==> config.mk <==
export PLATFORM = sky130hd
export DESIGN_NAME = matmult_feeder
export DESIGN_NICKNAME = d
export VERILOG_FILES = /design/src/rtl/mm_pkg.sv /design/src/rtl/mm_row_buf.sv /design/src/rtl/matmult_feeder.sv
export SDC_FILE = /design/constraint.sdc
export NUM_CORES = 1
export LEC_CHECK = 0
export ABC_CLOCK_PERIOD_IN_PS = 9400
export CORE_ASPECT_RATIO = 0.6
export CORE_MARGIN = 8
export CORE_UTILIZATION = 42
export DETAILED_ROUTE_END_ITERATION = 7
export GPL_TIMING_DRIVEN = 0
export PLACE_DENSITY = 0.66
export REMOVE_ABC_BUFFERS = 1
export SLEW_MARGIN = 0
export SYNTH_ARGS = -nofsm -noshare
export SYNTH_HDL_FRONTEND = slang
export SYNTH_SLANG_ARGS = --single-unit
==> constraint.sdc <==
create_clock -name clk -period 9.4 [get_ports clk]
set_input_delay 0.94 -clock clk [delete_from_list [all_inputs] [get_ports clk]]
set_output_delay 0.94 -clock clk [all_outputs]
set_load 0.1 [all_outputs]
==> src/rtl/mm_pkg.sv <==
// Shared sizes and FSM state encoding for the matrix-multiply engine feeder.
package mm_pkg;
  localparam int ROWS        = 8;
  localparam int DATA_W      = 64;
  localparam int RES_W       = 256;
  localparam int ADDR_W      = $clog2(ROWS);
  localparam int BEATS       = RES_W / DATA_W;
  localparam int IDX_W       = $clog2(BEATS);
  localparam int TIMEOUT_CYC = 4096;
  localparam int TMO_W       = $clog2(TIMEOUT_CYC);

  typedef enum logic [2:0] {LOAD_A, LOAD_B, START, WAIT, SEND} state_t;
endpackage

==> src/rtl/mm_row_buf.sv <==
// Row store for matrix A: one write port, combinational read (address is registered upstream).
module mm_row_buf
  import mm_pkg::*;
(
  input  logic              clk,
  input  logic              wr_en,
  input  logic [ADDR_W-1:0] wr_addr,
  input  logic [DATA_W-1:0] wr_data,
  input  logic [ADDR_W-1:0] rd_addr,
  output logic [DATA_W-1:0] rd_data
);
  logic [DATA_W-1:0] mem [ROWS];

  always_ff @(posedge clk) begin
    if (wr_en) mem[wr_addr] <= wr_data;
  end

  assign rd_data = mem[rd_addr];
endmodule

==> src/rtl/matmult_feeder.sv <==
// Host-side driver for the 8x8 matrix-multiply engine: streams A/B rows in,
// fires start, waits for done and streams the 256-bit result back out.
module matmult_feeder
  import mm_pkg::*;
(
  input  logic              clk,
  input  logic              rst,
  input  logic              clr,
  input  logic              s_valid,
  output logic              s_ready,
  input  logic [DATA_W-1:0] s_data,
  output logic              mm_valid,
  output logic [ADDR_W-1:0] mm_addra,
  output logic [DATA_W-1:0] mm_inpa,
  output logic [ADDR_W-1:0] mm_addrb,
  output logic [DATA_W-1:0] mm_inpb,
  output logic              mm_start,
  input  logic [RES_W-1:0]  mm_c,
  input  logic              mm_done,
  output logic              m_valid,
  input  logic              m_ready,
  output logic [DATA_W-1:0] m_data,
  output logic              m_last,
  output logic              busy,
  output logic              err
);
  localparam logic [ADDR_W-1:0] ROW_LAST  = ADDR_W'(ROWS - 1);
  localparam logic [IDX_W-1:0]  BEAT_LAST = IDX_W'(BEATS - 1);
  localparam logic [TMO_W-1:0]  TMO_LAST  = TMO_W'(TIMEOUT_CYC - 1);

  state_t             state;
  logic [ADDR_W-1:0]  cnt;
  logic [IDX_W-1:0]   idx;
  logic [IDX_W-1:0]   idx_nx;
  logic [TMO_W-1:0]   tmo;
  logic [RES_W-1:0]   res;
  logic [DATA_W-1:0]  a_row;
  logic               s_hs;
  logic               m_hs;

  assign s_hs   = s_valid && s_ready;
  assign m_hs   = m_valid && m_ready;
  assign idx_nx = idx + 1'b1;
  assign busy   = !(state == LOAD_A && cnt == '0);

  mm_row_buf u_abuf (
    .clk     (clk),
    .wr_en   (s_hs && state == LOAD_A),
    .wr_addr (cnt),
    .wr_data (s_data),
    .rd_addr (cnt),
    .rd_data (a_row)
  );

  // Result capture needs no reset; it is only read after a fresh capture.
  always_ff @(posedge clk) begin
    if (!clr && state == WAIT && mm_done) res <= mm_c;
  end

  always_ff @(posedge clk or negedge rst) begin
    if (!rst) begin
      state    <= LOAD_A;
      cnt      <= '0;
      idx      <= '0;
      tmo      <= '0;
      err      <= 1'b0;
      s_ready  <= 1'b0;
      mm_valid <= 1'b0;
      mm_addra <= '0;
      mm_addrb <= '0;
      mm_inpa  <= '0;
      mm_inpb  <= '0;
      mm_start <= 1'b0;
      m_valid  <= 1'b0;
      m_data   <= '0;
      m_last   <= 1'b0;
    end else begin
      mm_valid <= 1'b0;
      mm_start <= 1'b0;
      if (clr) begin
        state   <= LOAD_A;
        cnt     <= '0;
        idx     <= '0;
        tmo     <= '0;
        err     <= 1'b0;
        s_ready <= 1'b1;
        m_valid <= 1'b0;
        m_last  <= 1'b0;
      end else begin
        case (state)
          LOAD_A: begin
            s_ready <= 1'b1;
            if (s_hs) begin
              cnt <= (cnt == ROW_LAST) ? '0 : cnt + 1'b1;
              if (cnt == ROW_LAST) state <= LOAD_B;
            end
          end
          LOAD_B: begin
            if (s_hs) begin
              mm_valid <= 1'b1;
              mm_addra <= cnt;
              mm_addrb <= cnt;
              mm_inpa  <= a_row;
              mm_inpb  <= s_data;
              cnt      <= (cnt == ROW_LAST) ? '0 : cnt + 1'b1;
              if (cnt == ROW_LAST) begin
                state   <= START;
                s_ready <= 1'b0;
              end
            end
          end
          START: begin
            mm_start <= 1'b1;
            tmo      <= '0;
            state    <= WAIT;
          end
          WAIT: begin
            // done beats a coincident timeout
            if (mm_done) begin
              idx     <= '0;
              m_valid <= 1'b1;
              m_data  <= mm_c[DATA_W-1:0];
              m_last  <= 1'b0;
              state   <= SEND;
            end else if (tmo == TMO_LAST) begin
              err     <= 1'b1;
              cnt     <= '0;
              s_ready <= 1'b1;
              state   <= LOAD_A;
            end else begin
              tmo <= tmo + 1'b1;
            end
          end
          SEND: begin
            if (m_hs) begin
              if (idx == BEAT_LAST) begin
                m_valid <= 1'b0;
                m_last  <= 1'b0;
                s_ready <= 1'b1;
                state   <= LOAD_A;
              end else begin
                idx    <= idx_nx;
                m_data <= res[DATA_W*idx_nx +: DATA_W];
                m_last <= (idx_nx == BEAT_LAST);
              end
            end
          end
          default: state <= LOAD_A;
        endcase
      end
    end
  end
endmodule

==> run summary <==
Initial antenna violation count: 16
Path depth of the worst reg2reg path: 8
Post-Syn Instances: 2,326
Yosys cell types: 56
Initial DRC count: 1,630
Buffers on Ports: 530
Post-synthesis sequential element count: 989
WL final: 101 mm
Main synth FF type: edfxtp_1
Worst hold margin: 0.162 ns
Finished layout cell area: 49,000 um2
Most common cell in the netlist: edfxtp_1
Crit path cell chain: inv_1, ha_1, nand3b_1, clkdlybuf4s50_1
Antenna Nets Post-Route: 0
Sw Pwr: 2.72 mW
Peak VDD IR: 0.138 mV
Post-layout util: 54.5%
Max_cap viols: 0
Pint: 7.48 mW
Sequential power share: 48.7%
Final Cycle Share: 45.0%
Least-Margin Pin Slew: 1.21 ns
Cell area power density: 208 nW/um2
Crit. path cell count: 4
Post-CTS setup buffers: 0
Min-Delay Path Class: input pin to async pin
Top area cells in the synthesized netlist: edfxtp_1 (60%), dfrtp_1 (14%), mux2i_1 (6.9%), mux2_2 (3.7%), mux4_2 (2.4%)
Slowest stage delay, CP: 1.26 ns
Crit. Startpoint: cnt[0]
Outcome: completed
Nets: 3,197
H-Tree Depth: 3
Vias/cell: 5.36
Die Height: 250 um
Clk_skew: 0.0235 ns
Fmax: 237 MHz
Worst Path Required: 8.46 ns
Largest net degree at the start of global routing: 109
Core region area: 90,000 um2
Startpoint type of the worst setup path: flop
Cell row count: 85
Area grow syn2layout: 27.9%
Final Slew Violations: 0
Register area share after synthesis: 74.6%
CTS buffer count: 93
Clock Latency Late Sink: 0.68 ns
Crit Path Max Fanout: 23
Final setup fails: 0
FF-to-FF End: m_data[59]
# DRC: 0
Clock Tree Buf Depth: 3
Vias in the first global route: 23,500
Post-synth top area cell: edfxtp_1
Setup crit end: busy
Initial Utilization: 42.6%
# resized after CTS: 0
FILL cells: 7,138
Hpwl dp: 67.0 mm
Clk pwr share: 36.4%
Area of the multi-input gates: 9170 um2
Post-DP Area: 45,900 um2
Async S/R FF share, synth: 22.3%
FF+latch area: 28,600 um2
Root Driver: clkbuf_16
Worst Path Arrival: 3.29 ns
Reg-to-Reg Start: idx[0]
Post-synth EDFFs: 768
TNS Setup: 0 ns
RSZ-0062 raised after global routing: false
Post-Syn Area per Cell: 16.5 um2
IO Count: 531
Fin. Hold Viols: 0
Static Leak: 17.5 nW
GRT overflow: 0
Combinational share of power: 14.9%
Final Total Pwr: 10.2 mW
Clock Pin Slew Worst Setup and Hold Paths: 0.06 ns
Cell Area, Synth: 38,300 um2
Top cells by count, synth: edfxtp_1 (768), mux2i_1 (263), dfrtp_1 (221)
CTS Hold Bufs: 0
Ys Warns: 0
Worst Path Buf+Inv: 2
GRT Max-Usage Layer: met2
Fraction of layout cells with a size suffix above 1: 13.5%
Sw Share: 26.7%
GRT Overall Usage: 19.5%
Crit. End Element: primary output
Met1 Usage GRT: 25.0%
Crit-path slowest cell: clkdlybuf4s50_1
Kind of critical path: flop to primary output
Global-route met2 utilization: 34.1%
Placer Congestion: 0.846
Die width: 406 um
CTS sink count: 989
Post-synth top area share: 60.2%
Kind of cell adding the most delay to the critical path: buffers and inverters
Vias after detailed routing: 22,400
Slew headroom: 19.1%
CTS tree: built
First-pass GRT wire length: 151 mm
Drt pass-1 iters: 7
R2R Setup Slk: 5.84 ns
Die area: 101,000 um2
Min cycle time layout: 4.23 ns
WL/cell: 24.3 um
GR Util met3: 3.15%
through the flow:
step	instances	worst slack (ns)
final	4179	5.17
after global routing	4178	5.00
after CTS	4164	5.03
after detailed placement	3988	5.61
after global placement	3927	-9.48
after floorplan	2179	-3.24
metal layers:
layer	vias to the layer above	part of all wire, %
li1	10100	-
met1	11600	41
met2	548	52
met3	152	3.7
met4	2	2.5
met5	-	0.013
power groups by stage:
stage	combinational, mW	sequential [mW]	clock [mW]
after floorplan	0.535	5.57	0
after global placement	1.56	5.15	0
after detailed placement	1.53	5.06	0
after CTS	1.53	4.97	3.81
after global routing	1.60	4.98	3.98
final	1.52	4.97	3.72
worst reg2reg max path, stage by stage (launching register included):
cell	delay, ns
dfrtp_4	0.67
buf_16	0.27
ha_1	0.38
nor4b_2	0.32
o221ai_4	0.31
buf_12	0.28
nor2_4	0.52
buf_12	0.29
mux2_2	0.41
worst min-delay path by stage:
stage | from | to | slack (ns) | depth (start not counted)
global placement | mm_inpb[60] | mm_inpb[60] | 0.47 | 1
floorplan | tmo[0] | tmo[0] | 0.49 | 1
global route | rst | mm_inpb[13] | 0.13 | 1
CTS | rst | mm_inpb[13] | 0.14 | 1
detailed placement | mm_inpb[62] | mm_inpb[62] | 0.48 | 1
finish | rst | mm_inpb[40] | 0.16 | 1
placed cells by master, fill, tap and decap left out, types with 15 or more instances in the layout:
cell	instances
clkbuf_16	96
buf_16	26
a2111oi_0	21
nor2_1	161
mux4_2	40
nand2_1	136
mux2_2	127
nor2b_1	25
nor4b_1	22
a21oi_1	100
edfxtp_1	768
clkbuf_1	28
dfrtp_1	219
buf_12	19
mux2i_1	263
clkinv_2	19
or4_1	30
o22ai_1	130
o21ai_0	30
diode_2	15
clkdlybuf4s50_1	528
registers in the layout (all words and copies together), names as in the netlist, 2 cells and up:
| name | cells |
|---|---|
| mm_addrb | 3 |
| res | 256 |
| m_data | 64 |
| idx | 2 |
| state | 3 |
| tmo | 12 |
| cnt | 3 |
| mm_inpa | 64 |
| mm_inpb | 64 |
| u_abuf.mem | 512 |
cells by family after synthesis:
kind of cell             after synthesis  share of synthesized area (%)
AO/OA/AOI/OAI                        303                           4.77
buffers and inverters                155                           1.75
flip-flops                           989                           74.6
multiplexers                         435                           13.1
AND/OR/NAND/NOR                      438                           5.54
adder cells (fa/ha/maj)                6                          0.196
area by class of cell:
cell class                      instances  area share (%)
Sequential cell                       989            58.4
Clock inverter                         42           0.776
Multi-Input combinational cell       1182            18.7
Antenna cell                           15          0.0766
Clock buffer                          134            5.40
Inverter                                8          0.0766
Timing Repair Buffer                  591            13.5
Tap cell                             1218            3.11
Note: power is estimated with default switching activity, not from simulation.
